**config.mk**
```make
export PLATFORM = sky130hd
export DESIGN_NAME = dmem_arbiter
export DESIGN_NICKNAME = d
export VERILOG_FILES = /design/src/rtl/dmem_pkg.sv /design/src/rtl/dmem_align_check.sv /design/src/rtl/dmem_arbiter.sv
export SDC_FILE = /design/constraint.sdc
export NUM_CORES = 1
export LEC_CHECK = 0
export BUFFER_PORTS_ARGS = -buffer_cell sky130_fd_sc_hd__buf_4
export CAP_MARGIN = 20
export CORE_AREA = 2 2 120 122
export CTS_BUF_LIST = sky130_fd_sc_hd__clkbuf_16
export DETAILED_ROUTE_END_ITERATION = 8
export DIE_AREA = 0 0 122 124
export PLACE_DENSITY = 0.61
export REMOVE_ABC_BUFFERS = 1
export SLEW_MARGIN = 20
export SYNTH_ARGS = -nofsm -noshare
export SYNTH_HDL_FRONTEND = slang
export SYNTH_SLANG_ARGS = --single-unit
```
**constraint.sdc**
```tcl
create_clock -name clk -period 2.6 [get_ports clk]
set_clock_uncertainty 0.1 [all_clocks]
set_input_delay 0.26 -clock clk [delete_from_list [all_inputs] [get_ports clk]]
set_output_delay 0.26 -clock clk [all_outputs]
set_load 0.005 [all_outputs]
```
**src/rtl/dmem_pkg.sv**
```systemverilog
// Shared definitions for the data-memory arbiter and the core load/store unit:
// funct3 size codes, the request record and the access legality rule.
package dmem_pkg;

    localparam logic [2:0] F3_B  = 3'b000;
    localparam logic [2:0] F3_H  = 3'b001;
    localparam logic [2:0] F3_W  = 3'b010;
    localparam logic [2:0] F3_BU = 3'b100;
    localparam logic [2:0] F3_HU = 3'b101;

    typedef enum logic {
        PORT0 = 1'b0,
        PORT1 = 1'b1
    } port_e;

    typedef struct packed {
        logic        we;
        logic [31:0] addr;
        logic [31:0] wdata;
        logic [2:0]  funct3;
    } dmem_req_t;

    // Unsigned sizes exist only for loads; halfwords need 2-byte and words 4-byte alignment.
    function automatic logic dmem_access_legal(input logic       we,
                                               input logic [2:0] funct3,
                                               input logic [1:0] addr_lo);
        logic ok;
        case (funct3)
            F3_B:    ok = 1'b1;
            F3_BU:   ok = ~we;
            F3_H:    ok = ~addr_lo[0];
            F3_HU:   ok = ~we & ~addr_lo[0];
            F3_W:    ok = (addr_lo == 2'b00);
            default: ok = 1'b0;
        endcase
        return ok;
    endfunction

endpackage

```
**src/rtl/dmem_align_check.sv**
```systemverilog
// Combinational legality check of one access (size code versus store/load and
// address alignment).
module dmem_align_check
    import dmem_pkg::*;
(
    input  logic       we,
    input  logic [2:0] funct3,
    input  logic [1:0] addr,
    output logic       legal
);

    always_comb begin
        legal = dmem_access_legal(we, funct3, addr);
    end

endmodule

```
**src/rtl/dmem_arbiter.sv**
```systemverilog
// Round-robin arbiter between the load/store unit (port 0) and the DMA engine
// (port 1) in front of the single-port data memory, with a bounded port-1 lock.
module dmem_arbiter
    import dmem_pkg::*;
#(
    parameter int unsigned LOCK_MAX = 8
) (
    input  logic        clk,
    input  logic        rst,
    input  logic        p0_req,
    input  logic        p0_we,
    input  logic [31:0] p0_addr,
    input  logic [31:0] p0_wdata,
    input  logic [2:0]  p0_funct3,
    input  logic        p1_req,
    input  logic        p1_we,
    input  logic [31:0] p1_addr,
    input  logic [31:0] p1_wdata,
    input  logic [2:0]  p1_funct3,
    input  logic        p1_lock,
    output logic        p0_gnt,
    output logic        p1_gnt,
    output logic        p0_rvalid,
    output logic        p1_rvalid,
    output logic [31:0] p0_rdata,
    output logic [31:0] p1_rdata,
    output logic        p0_err,
    output logic        p1_err,
    output logic [31:0] mem_addr,
    output logic [31:0] mem_wdata,
    output logic        mem_MemW,
    output logic        mem_memRead,
    output logic [2:0]  mem_funct3,
    input  logic [31:0] mem_rdata
);

    localparam logic [7:0] LOCK_LIMIT = 8'(LOCK_MAX);

    port_e       prio_q, prio_d;
    port_e       owner_q, owner_d;
    port_e       resp_port_q, resp_port_d;
    logic [7:0]  lock_cnt_q, lock_cnt_d;
    logic        resp_valid_q, resp_valid_d;
    logic [31:0] p0_rdata_q, p0_rdata_d, p1_rdata_q, p1_rdata_d;
    logic        p0_err_q, p0_err_d, p1_err_q, p1_err_d;

    logic        gnt0, gnt1, any_gnt, lock_hold, legal;
    logic [31:0] resp_rdata;
    dmem_req_t   win;

    // Grants are forced low during reset so the memory never sees a strobe then.
    always_comb begin
        lock_hold = (owner_q == PORT1) && p1_lock && p1_req && (lock_cnt_q < LOCK_LIMIT);
        gnt0 = 1'b0;
        gnt1 = 1'b0;
        if (!rst) begin
            if (lock_hold) begin
                gnt1 = 1'b1;
            end else if (p0_req && p1_req) begin
                gnt0 = (prio_q == PORT0);
                gnt1 = (prio_q == PORT1);
            end else begin
                gnt0 = p0_req;
                gnt1 = p1_req;
            end
        end
        any_gnt = gnt0 | gnt1;
        if (gnt1) begin
            win = dmem_req_t'{we: p1_we, addr: p1_addr, wdata: p1_wdata, funct3: p1_funct3};
        end else begin
            win = dmem_req_t'{we: p0_we, addr: p0_addr, wdata: p0_wdata, funct3: p0_funct3};
        end
    end

    dmem_align_check u_align (
        .we     (win.we),
        .funct3 (win.funct3),
        .addr   (win.addr[1:0]),
        .legal  (legal)
    );

    always_comb begin
        mem_addr    = '0;
        mem_wdata   = '0;
        mem_funct3  = '0;
        mem_MemW    = 1'b0;
        mem_memRead = 1'b0;
        if (any_gnt) begin
            mem_addr    = win.addr;
            mem_wdata   = win.wdata;
            mem_funct3  = win.funct3;
            mem_MemW    = legal & win.we;
            mem_memRead = legal & ~win.we;
        end
    end

    always_comb begin
        prio_d       = prio_q;
        owner_d      = owner_q;
        lock_cnt_d   = lock_cnt_q;
        resp_valid_d = any_gnt;
        resp_port_d  = gnt1 ? PORT1 : PORT0;
        resp_rdata   = (legal && !win.we) ? mem_rdata : '0;
        p0_rdata_d   = gnt0 ? resp_rdata : p0_rdata_q;
        p0_err_d     = gnt0 ? ~legal : p0_err_q;
        p1_rdata_d   = gnt1 ? resp_rdata : p1_rdata_q;
        p1_err_d     = gnt1 ? ~legal : p1_err_q;

        if (any_gnt) begin
            owner_d = gnt1 ? PORT1 : PORT0;
            prio_d  = gnt1 ? PORT0 : PORT1;
        end

        // Counts only port-1 grants that actually make port 0 wait.
        if (gnt0 || !p0_req) begin
            lock_cnt_d = '0;
        end else if (gnt1 && (lock_cnt_q < LOCK_LIMIT)) begin
            lock_cnt_d = lock_cnt_q + 8'd1;
        end
    end

    always_ff @(posedge clk or posedge rst) begin
        if (rst) begin
            prio_q       <= PORT0;
            owner_q      <= PORT0;
            resp_port_q  <= PORT0;
            lock_cnt_q   <= '0;
            resp_valid_q <= 1'b0;
            p0_rdata_q   <= '0;
            p1_rdata_q   <= '0;
            p0_err_q     <= 1'b0;
            p1_err_q     <= 1'b0;
        end else begin
            prio_q       <= prio_d;
            owner_q      <= owner_d;
            resp_port_q  <= resp_port_d;
            lock_cnt_q   <= lock_cnt_d;
            resp_valid_q <= resp_valid_d;
            p0_rdata_q   <= p0_rdata_d;
            p1_rdata_q   <= p1_rdata_d;
            p0_err_q     <= p0_err_d;
            p1_err_q     <= p1_err_d;
        end
    end

    assign p0_gnt    = gnt0;
    assign p1_gnt    = gnt1;
    assign p0_rvalid = resp_valid_q && (resp_port_q == PORT0);
    assign p1_rvalid = resp_valid_q && (resp_port_q == PORT1);
    assign p0_rdata  = p0_rdata_q;
    assign p1_rdata  = p1_rdata_q;
    assign p0_err    = p0_err_q;
    assign p1_err    = p1_err_q;

endmodule

```
==> results of run 1 <==
## metrics by stage
stage          total power, mW  setup slack, ns
6_report                  4.10           -0.111
5_1_grt                   4.30           -0.211
4_1_cts                   4.08           -0.199
3_5_place_dp              2.56            0.114
3_3_place_gp              2.55            0.119
2_1_floorplan             1.80           -0.406
## kinds of logic after synthesis
group	share of synthesized area, %
XOR/XNOR	0.469
buffers and inverters	5.29
flip-flops	52.3
multiplexers	0.268
AO/OA/AOI/OAI	30.3
adder cells (fa/ha/maj)	0.335
AND/OR/NAND/NOR	11.1
## final cells by class
type / count / area [µm²]
multi-input cells: 249 / 1640
fillers: 1249 / 6540
clock buffers: 9 / 225
repair buffers: 347 / 3000
well taps: 180 / 225
flip-flops and latches: 78 / 1950
clock inverters: 7 / 103
inverters: 5 / 45.0
## report_power, final
| group | internal (mW) | leakage, nW | switching, mW |
|---|---|---|---|
| Sequential | 1.35 | 1.05 | 0.0819 |
| Clock | 0.854 | 0.157 | 0.526 |
| Combinational | 0.767 | 2.52 | 0.525 |
| Total | 2.97 | 3.73 | 1.13 |
## registers in the layout (all words and copies together), names as in the netlist
| signal | flops |
|---|---|
| p0_rdata | 32 |
| p1_rdata | 32 |
| lock_cnt_q | 8 |
| owner_q | 1 |
| p0_err | 1 |
| p1_err | 1 |
| prio_q | 1 |
| resp_port_q | 1 |
| resp_valid_q | 1 |
## critical path, delay by kind of cell (launching register included)
kind	cells	cell delay, ns
AND/OR/NAND/NOR	3	0.97
flip-flops	1	0.39
AO/OA/AOI/OAI	1	0.25
buffers and inverters	3	0.41
## what timing repair did
item,CTS,global route
resized for setup,23,31
pin swaps,3,6
gates cloned,6,5
hold endpoints to repair,25,0
hold buffers,1,0
setup endpoints to repair,70,71
setup buffers,9,4
## layout by cell type (no fill, tap or decap), types with 3 or more instances in the layout
cell type	netlist	layout
buf_4	1	295
nor2_1	10	10
a22o_1	99	98
nand2_1	74	74
buf_16	0	3
buf_12	0	6
a21oi_1	6	5
inv_6	0	4
buf_6	4	34
clkbuf_16	0	13
and3_1	5	5
dfrtp_1	78	78
o21ai_1	9	9
o21ai_0	25	25
## layer usage
layer	part of all wire (%)	routed length, µm	up-vias
met4	1.8	318	0
met2	51	9110	209
met3	10	1840	19
li1	-	-	1997
met1	37	6750	2170
met5	0	0	-
## how the worst max path moves through the flow
stage	from	to	slack, ns	depth (start not counted)
after floorplan	lock_cnt_q[4]$_DFFE_PP0P_	mem_MemW	-0.41	5
after global placement	lock_cnt_q[4]$_DFFE_PP0P_	mem_wdata[0]	0.12	7
after detailed placement	lock_cnt_q[4]$_DFFE_PP0P_	mem_wdata[0]	0.11	7
after CTS	lock_cnt_q[7]$_DFFE_PP0P_	mem_wdata[3]	-0.20	8
after global routing	lock_cnt_q[4]$_DFFE_PP0P_	mem_wdata[27]	-0.21	7
final	lock_cnt_q[4]$_DFFE_PP0P_	mem_wdata[9]	-0.11	7
==> results.md, run 1 <==
- Post-synth ARST share: 100%
- Share of post-route cells with drive strength above 1: 53.8%
- Clk sinks: 78
- Finished Cell Area: 7180 µm²
- Gpl congestion: 0.900
- Initial detailed-routing violation count: 273
- Clock Tree Buf Depth: 2
- Initial Util: 27.2%
- # DRC: 0
- First drt pass iteration count: 4
- Post-synthesis sequential area ratio: 52.3%
- Slew of the pin with the lowest slew margin: 0.512 ns
- Drt total wl: ~18000 µm
- Final Hold Violating Endpoints: 0
- Rows: 43
- Max Freq: 369 MHz
- Setup ws final: -0.111 ns
- Worst slew margin: 65.8%
- R2R setup slack: 0.20 ns
- DP Wirelength: 13000 µm
- CTS tree: yes
- Min-Delay Endpoint: p1_rdata[9]$_DFFE_PP0N_
- Die extent in y: 124 µm
- Antenna viol nets, final: 0
- Syn_area_per_cell: approximately 10 µm²
- Vias per cell: about 5.0
- Worst Setup Start Kind: flip-flop
- Unrepaired setup endpoints after global routing: yes
- Setup CP Type: flip-flop to output pin
- Grt total ovfl: 0
- N_diodes: 0
- M3 GR Usage: under 10%
- Cell Area, Synth: 3730 µm²
- Port Buffers: 311
- Worst Setup End Kind: output pin
- Grt peak-use layer: met2
- GR Util met2: 38.3%
- Seq cells post-synth: 78
- Post-synth top area cell: dfrtp_1
- First-pass GRT wire length: 25600 µm
- Tcrit/Tclk final: 104%
- Met1 Use GR: around a quarter
- Initial antenna violation count: 0
- Yosys top cell area share: ~52%
- Final setup fails: 70
- Top_reg_cell synth: dfrtp_1
- Static Leak: roughly 3.7 nW
- H-tree depth: 3
- Worst hold path depth: 2
- Reg2reg start: lock_cnt_q[4]$_DFFE_PP0P_
- Setup_tns: -6.24 ns
- Largest net degree at the start of global routing: 38
- Fin nets: 864
- I/O Pins: roughly 310
- Synth cell types: 28
- Total Routing Usage GR: 22.5%
- Worst EP arrival: 2.35 ns
- Worst hold path class: primary input to flip-flop
- CTS Root Buffer Type: clkbuf_16
- Top cells by area, synth: dfrtp_1, a22o_1, nand2_1, o21ai_0, buf_2
- Number of global-route vias before repair: 4479
- Die Wd: 122 µm
- Failing checks: negative setup slack
- Drt wl/cell: 20.6 µm
- Gate Count Post-Synth: between 300 and 400
- Die area: roughly 15000 µm²
- Core area: 13700 µm²
- HP Start: mem_rdata[9]
- Inserted Clock Buffers: 9
- Final Util: a little over half
- Outcome: finished with violations
- Commonest cells post-synth: a22o_1, dfrtp_1, nand2_1, o21ai_0, buf_2
- Area grow syn2layout: 92.3%
- Vias: 4395
- Cell Count Post-Placement: about 840
- Critical path required time: around 2.2 ns
- Tmin final: 2.71 ns
- Worst Hold Slack: between 0.05 and 0.06 ns
- Max-slew violation count: 0
- Max-Cap Viols: 0
- Cell count of the worst reg-to-reg path: 9
- VDD IR max: 0.313 mV
- Crit-path max cell delay: 0.54 ns
- DP Area: 6290 µm²
- Worst-Skew Late Latency: ~0.33 ns
- Fin cells: 875
- Synth warn: 0
- Cell with the most instances after synthesis: a22o_1
- Slowest CP cell: or4b_4
- R2R Path End: p0_rdata[20]$_DFFE_PP0P_
- Clock transition at the registers of the reported paths: approximately 0.07 ns
- Cell-by-cell trace of the critical path: nor4_2, or4b_4, nand3_4, clkinv_8, buf_12, a22o_1, buf_4
- Pwr Density: 571 nW/µm²
- Worst-path fanout max: 15
- Post-synth EDFFs: 0
No activity file was read; power rests on OpenSTA's default activity.
==> run 2, diff against run 1 <==
==> constraint.sdc (replaced) <==
create_clock -name clk -period 2.71 [get_ports clk]
set_clock_uncertainty 0.1 [all_clocks]
set_input_delay 0.271 -clock clk [delete_from_list [all_inputs] [get_ports clk]]
set_output_delay 0.271 -clock clk [all_outputs]
set_load 0.005 [all_outputs]
==> results.md, run 2 (synthesized netlist as in run 1, its figures left out) <==
- Final Hold Violating Endpoints: 0 (unchanged)
- Fin nets: 860 (-0.46%)
- GR Util met2: 36.5% (-1.8 points)
- Grt peak-use layer: met2
- Crit path from: lock_cnt_q[7]$_DFFE_PP0P_
- Commonest non-fill, non-tap cell in the layout: buf_4
- Setup ws final: -0.0907 ns (+0.0207 ns)
- Core area: 13700 µm² (unchanged)
- Area grow syn2layout: 86.9%
- Initial Util: 27.2% (unchanged)
- I/O Pins: 312 (unchanged)
- Clk sinks: 78 (unchanged)
- Met1 Use GR: 25.3% (-1.2 points)
- Clock share of power: 34.6% (+0.9 points)
- Register share of total power: 35.1% (+0.3 points)
- FILL cells: 1289 (+3.2%)
- Drt wl/cell: 20.4 µm (-0.85%)
- CTS tree: yes
- Critical path required time: 2.34 ns (+0.10 ns)
- Port Buffers: 311 (unchanged)
- Cell-by-cell trace of the critical path: nor4_4, or4b_4, a21o_4, inv_8, buf_12, clkbuf_16, a22o_1, buf_4
- Slew of the pin with the lowest slew margin: 0.895 ns (+0.383 ns)
- Vias per cell: 4.96 (-1.2%)
- Largest net degree at the start of global routing: 60 (+58%)
- WP buf/inv: 4 (+1)
- Most frequent cells in the layout: buf_4, a22o_1, dfrtp_1, nand2_1, o21ai_0
- Total Routing Usage GR: 21.2% (-1.3 points)
- Vias: 4323 (-1.6%)
- Worst-Skew Late Latency: 0.32 ns (about the same)
- Tcrit/Tclk final: 103%
- Failing checks: negative setup slack
- VDD IR max: 0.253 mV (-19%)
- Worst hold path class: primary input to asynchronous set/reset pin
- Finished Cell Area: 6980 µm² (-2.8%)
- Hold-fix buffers, CTS: 0 (-1)
- Family with the most delay on the worst path: simple AND/OR/NAND/NOR gates
- Worst slew margin: 40.3% (-25 points)
- Grt total ovfl: 0 (unchanged)
- Max Freq: 357 MHz
- Worst EP arrival: 2.43 ns (+0.08 ns)
- Final setup fails: 69 (-1.4%)
- Initial antenna violation count: 0 (unchanged)
- Comb pwr share: 30.3% (-1.2 points)
- First drt pass iteration count: 4 (unchanged)
- Gpl congestion: 0.910 (+1.1%)
- Antenna viol nets, final: 0 (unchanged)
- Static Leak: 3.67 nW (-1.7%)
- M3 GR Usage: 6.87% (-1.8 points)
- Internal cell power: 2.87 mW (-3.2%)
- NetSw: 1.03 mW (-9.1%)
- Die extent in y: 124 µm (unchanged)
- First-pass GRT wire length: 24400 µm (-4.8%)
- Worst-path fanout max: 8 (-7)
- N_diodes: 0 (unchanged)
- Rows: 43 (unchanged)
- Pwr Density: 559 nW/µm² (-2.1%)
- DP Wirelength: 12900 µm (-0.45%)
- Worst Setup End Kind: output pin
- Setup CP Type: flip-flop to output pin
- Die area: 15100 µm² (unchanged)
- Slowest CP cell: or4b_4
- Initial detailed-routing violation count: 242 (-11%)
- Die Wd: 122 µm (unchanged)
- Max-slew violation count: 0 (unchanged)
- # DRC: 0 (unchanged)
- Drt total wl: 17800 µm (-1.3%)
- Reg2reg start: lock_cnt_q[7]$_DFFE_PP0P_
- H-tree depth: 3 (unchanged)
- DP Area: 6270 µm² (-0.28%)
- Outcome: finished with violations
- Crit-path max cell delay: 0.52 ns (-0.02 ns)
- Max-Cap Viols: 0 (unchanged)
- Clock Tree Buf Depth: 2 (unchanged)
- Tot Pwr: 3.91 mW (-4.8%)
- Tmin final: 2.80 ns
- Share of post-route cells with drive strength above 1: 53.4% (-0.41 points)
- Unrepaired setup endpoints after global routing: yes
- CTS Root Buffer Type: clkbuf_16
- Clock transition at the registers of the reported paths: 0.06 ns (about the same)
- Net Sw Frac: 26.4% (-1.2 points)
- Inserted Clock Buffers: 9 (unchanged)
- Number of global-route vias before repair: 4357 (-2.7%)
- Worst Setup Start Kind: flip-flop
## run 2: path summary, 6_finish.rpt
kind / end / slack [ns] / depth (start not counted)
setup / recovery: mem_wdata[19] / -0.09 / 8
min in group clk: p1_rdata[3]$_DFFE_PP0N_ / 0.06 / 2
hold / removal: p1_err$_DFFE_PP0N_ / 0.04 / 2
setup reg to reg: p0_rdata[30]$_DFFE_PP0P_ / 0.20 / 10
max in group asynchronous: p0_rdata[1]$_DFFE_PP0P_ / 1.73 / 3
hold reg to reg: p1_err$_DFFE_PP0N_ / 0.38 / 2
## run 2: layer usage
| metal | wire length [µm] | vias up |
|---|---|---|
| met5 | 0 | - |
| met3 | 1370 | 22 |
| met4 | 304 | 0 |
| met1 | 7000 | 2125 |
| li1 | - | 1985 |
| met2 | 9120 | 191 |
## run 2: per-stage QoR
| step | setup slack (ns) | cells | TNS (ns) | hold WS [ns] | utilization, % |
|---|---|---|---|---|---|
| floorplan | -0.307 | 332 | -20.55 | 0.298 | - |
| global placement | 0.0456 | 837 | 0 | 0.368 | 45.7 |
| detailed placement | 0.0491 | 837 | 0 | 0.372 | 45.7 |
| CTS | -0.0865 | 857 | -3.30 | 0.0551 | 48.9 |
| global route | -0.189 | 871 | -10.42 | 0.0571 | 50.9 |
| finish | -0.0907 | 871 | -3.60 | 0.0382 | 50.9 |
## run 2: power by group through the flow
stage               sequential, mW  clock [mW]  combinational, mW
finish                        1.37        1.35               1.18
global route                  1.39        1.43               1.28
CTS                           1.37        1.38               1.10
detailed placement            1.39           0               1.06
global placement              1.39           0               1.05
floorplan                     1.39           0              0.342
## run 2: what timing repair did
action                                  CTS  global route
gates cloned                              1             7
setup buffers                             3             7
endpoints found under the setup margin   70            69
pin swaps                                 9            11
resized for setup                         7            20
## run 2: final cells by class
class                      count  area [µm²]  area share, %
inverter                       5        30.0          0.430
tap                          180         225           3.23
timing repair buffer         343        2790           40.0
multi-input combinational    249        1640           23.5
clock inverter                 7         111           1.59
sequential                    78        1950           28.0
clock buffer                   9         225           3.23
## run 2: worst reg2reg max path: cells and delay by family, from the launching register on
family,cells,cell delay [ns]
buf+inv,5,0.73
compound gates,3,0.40
simple gates,2,0.81
flops,1,0.41
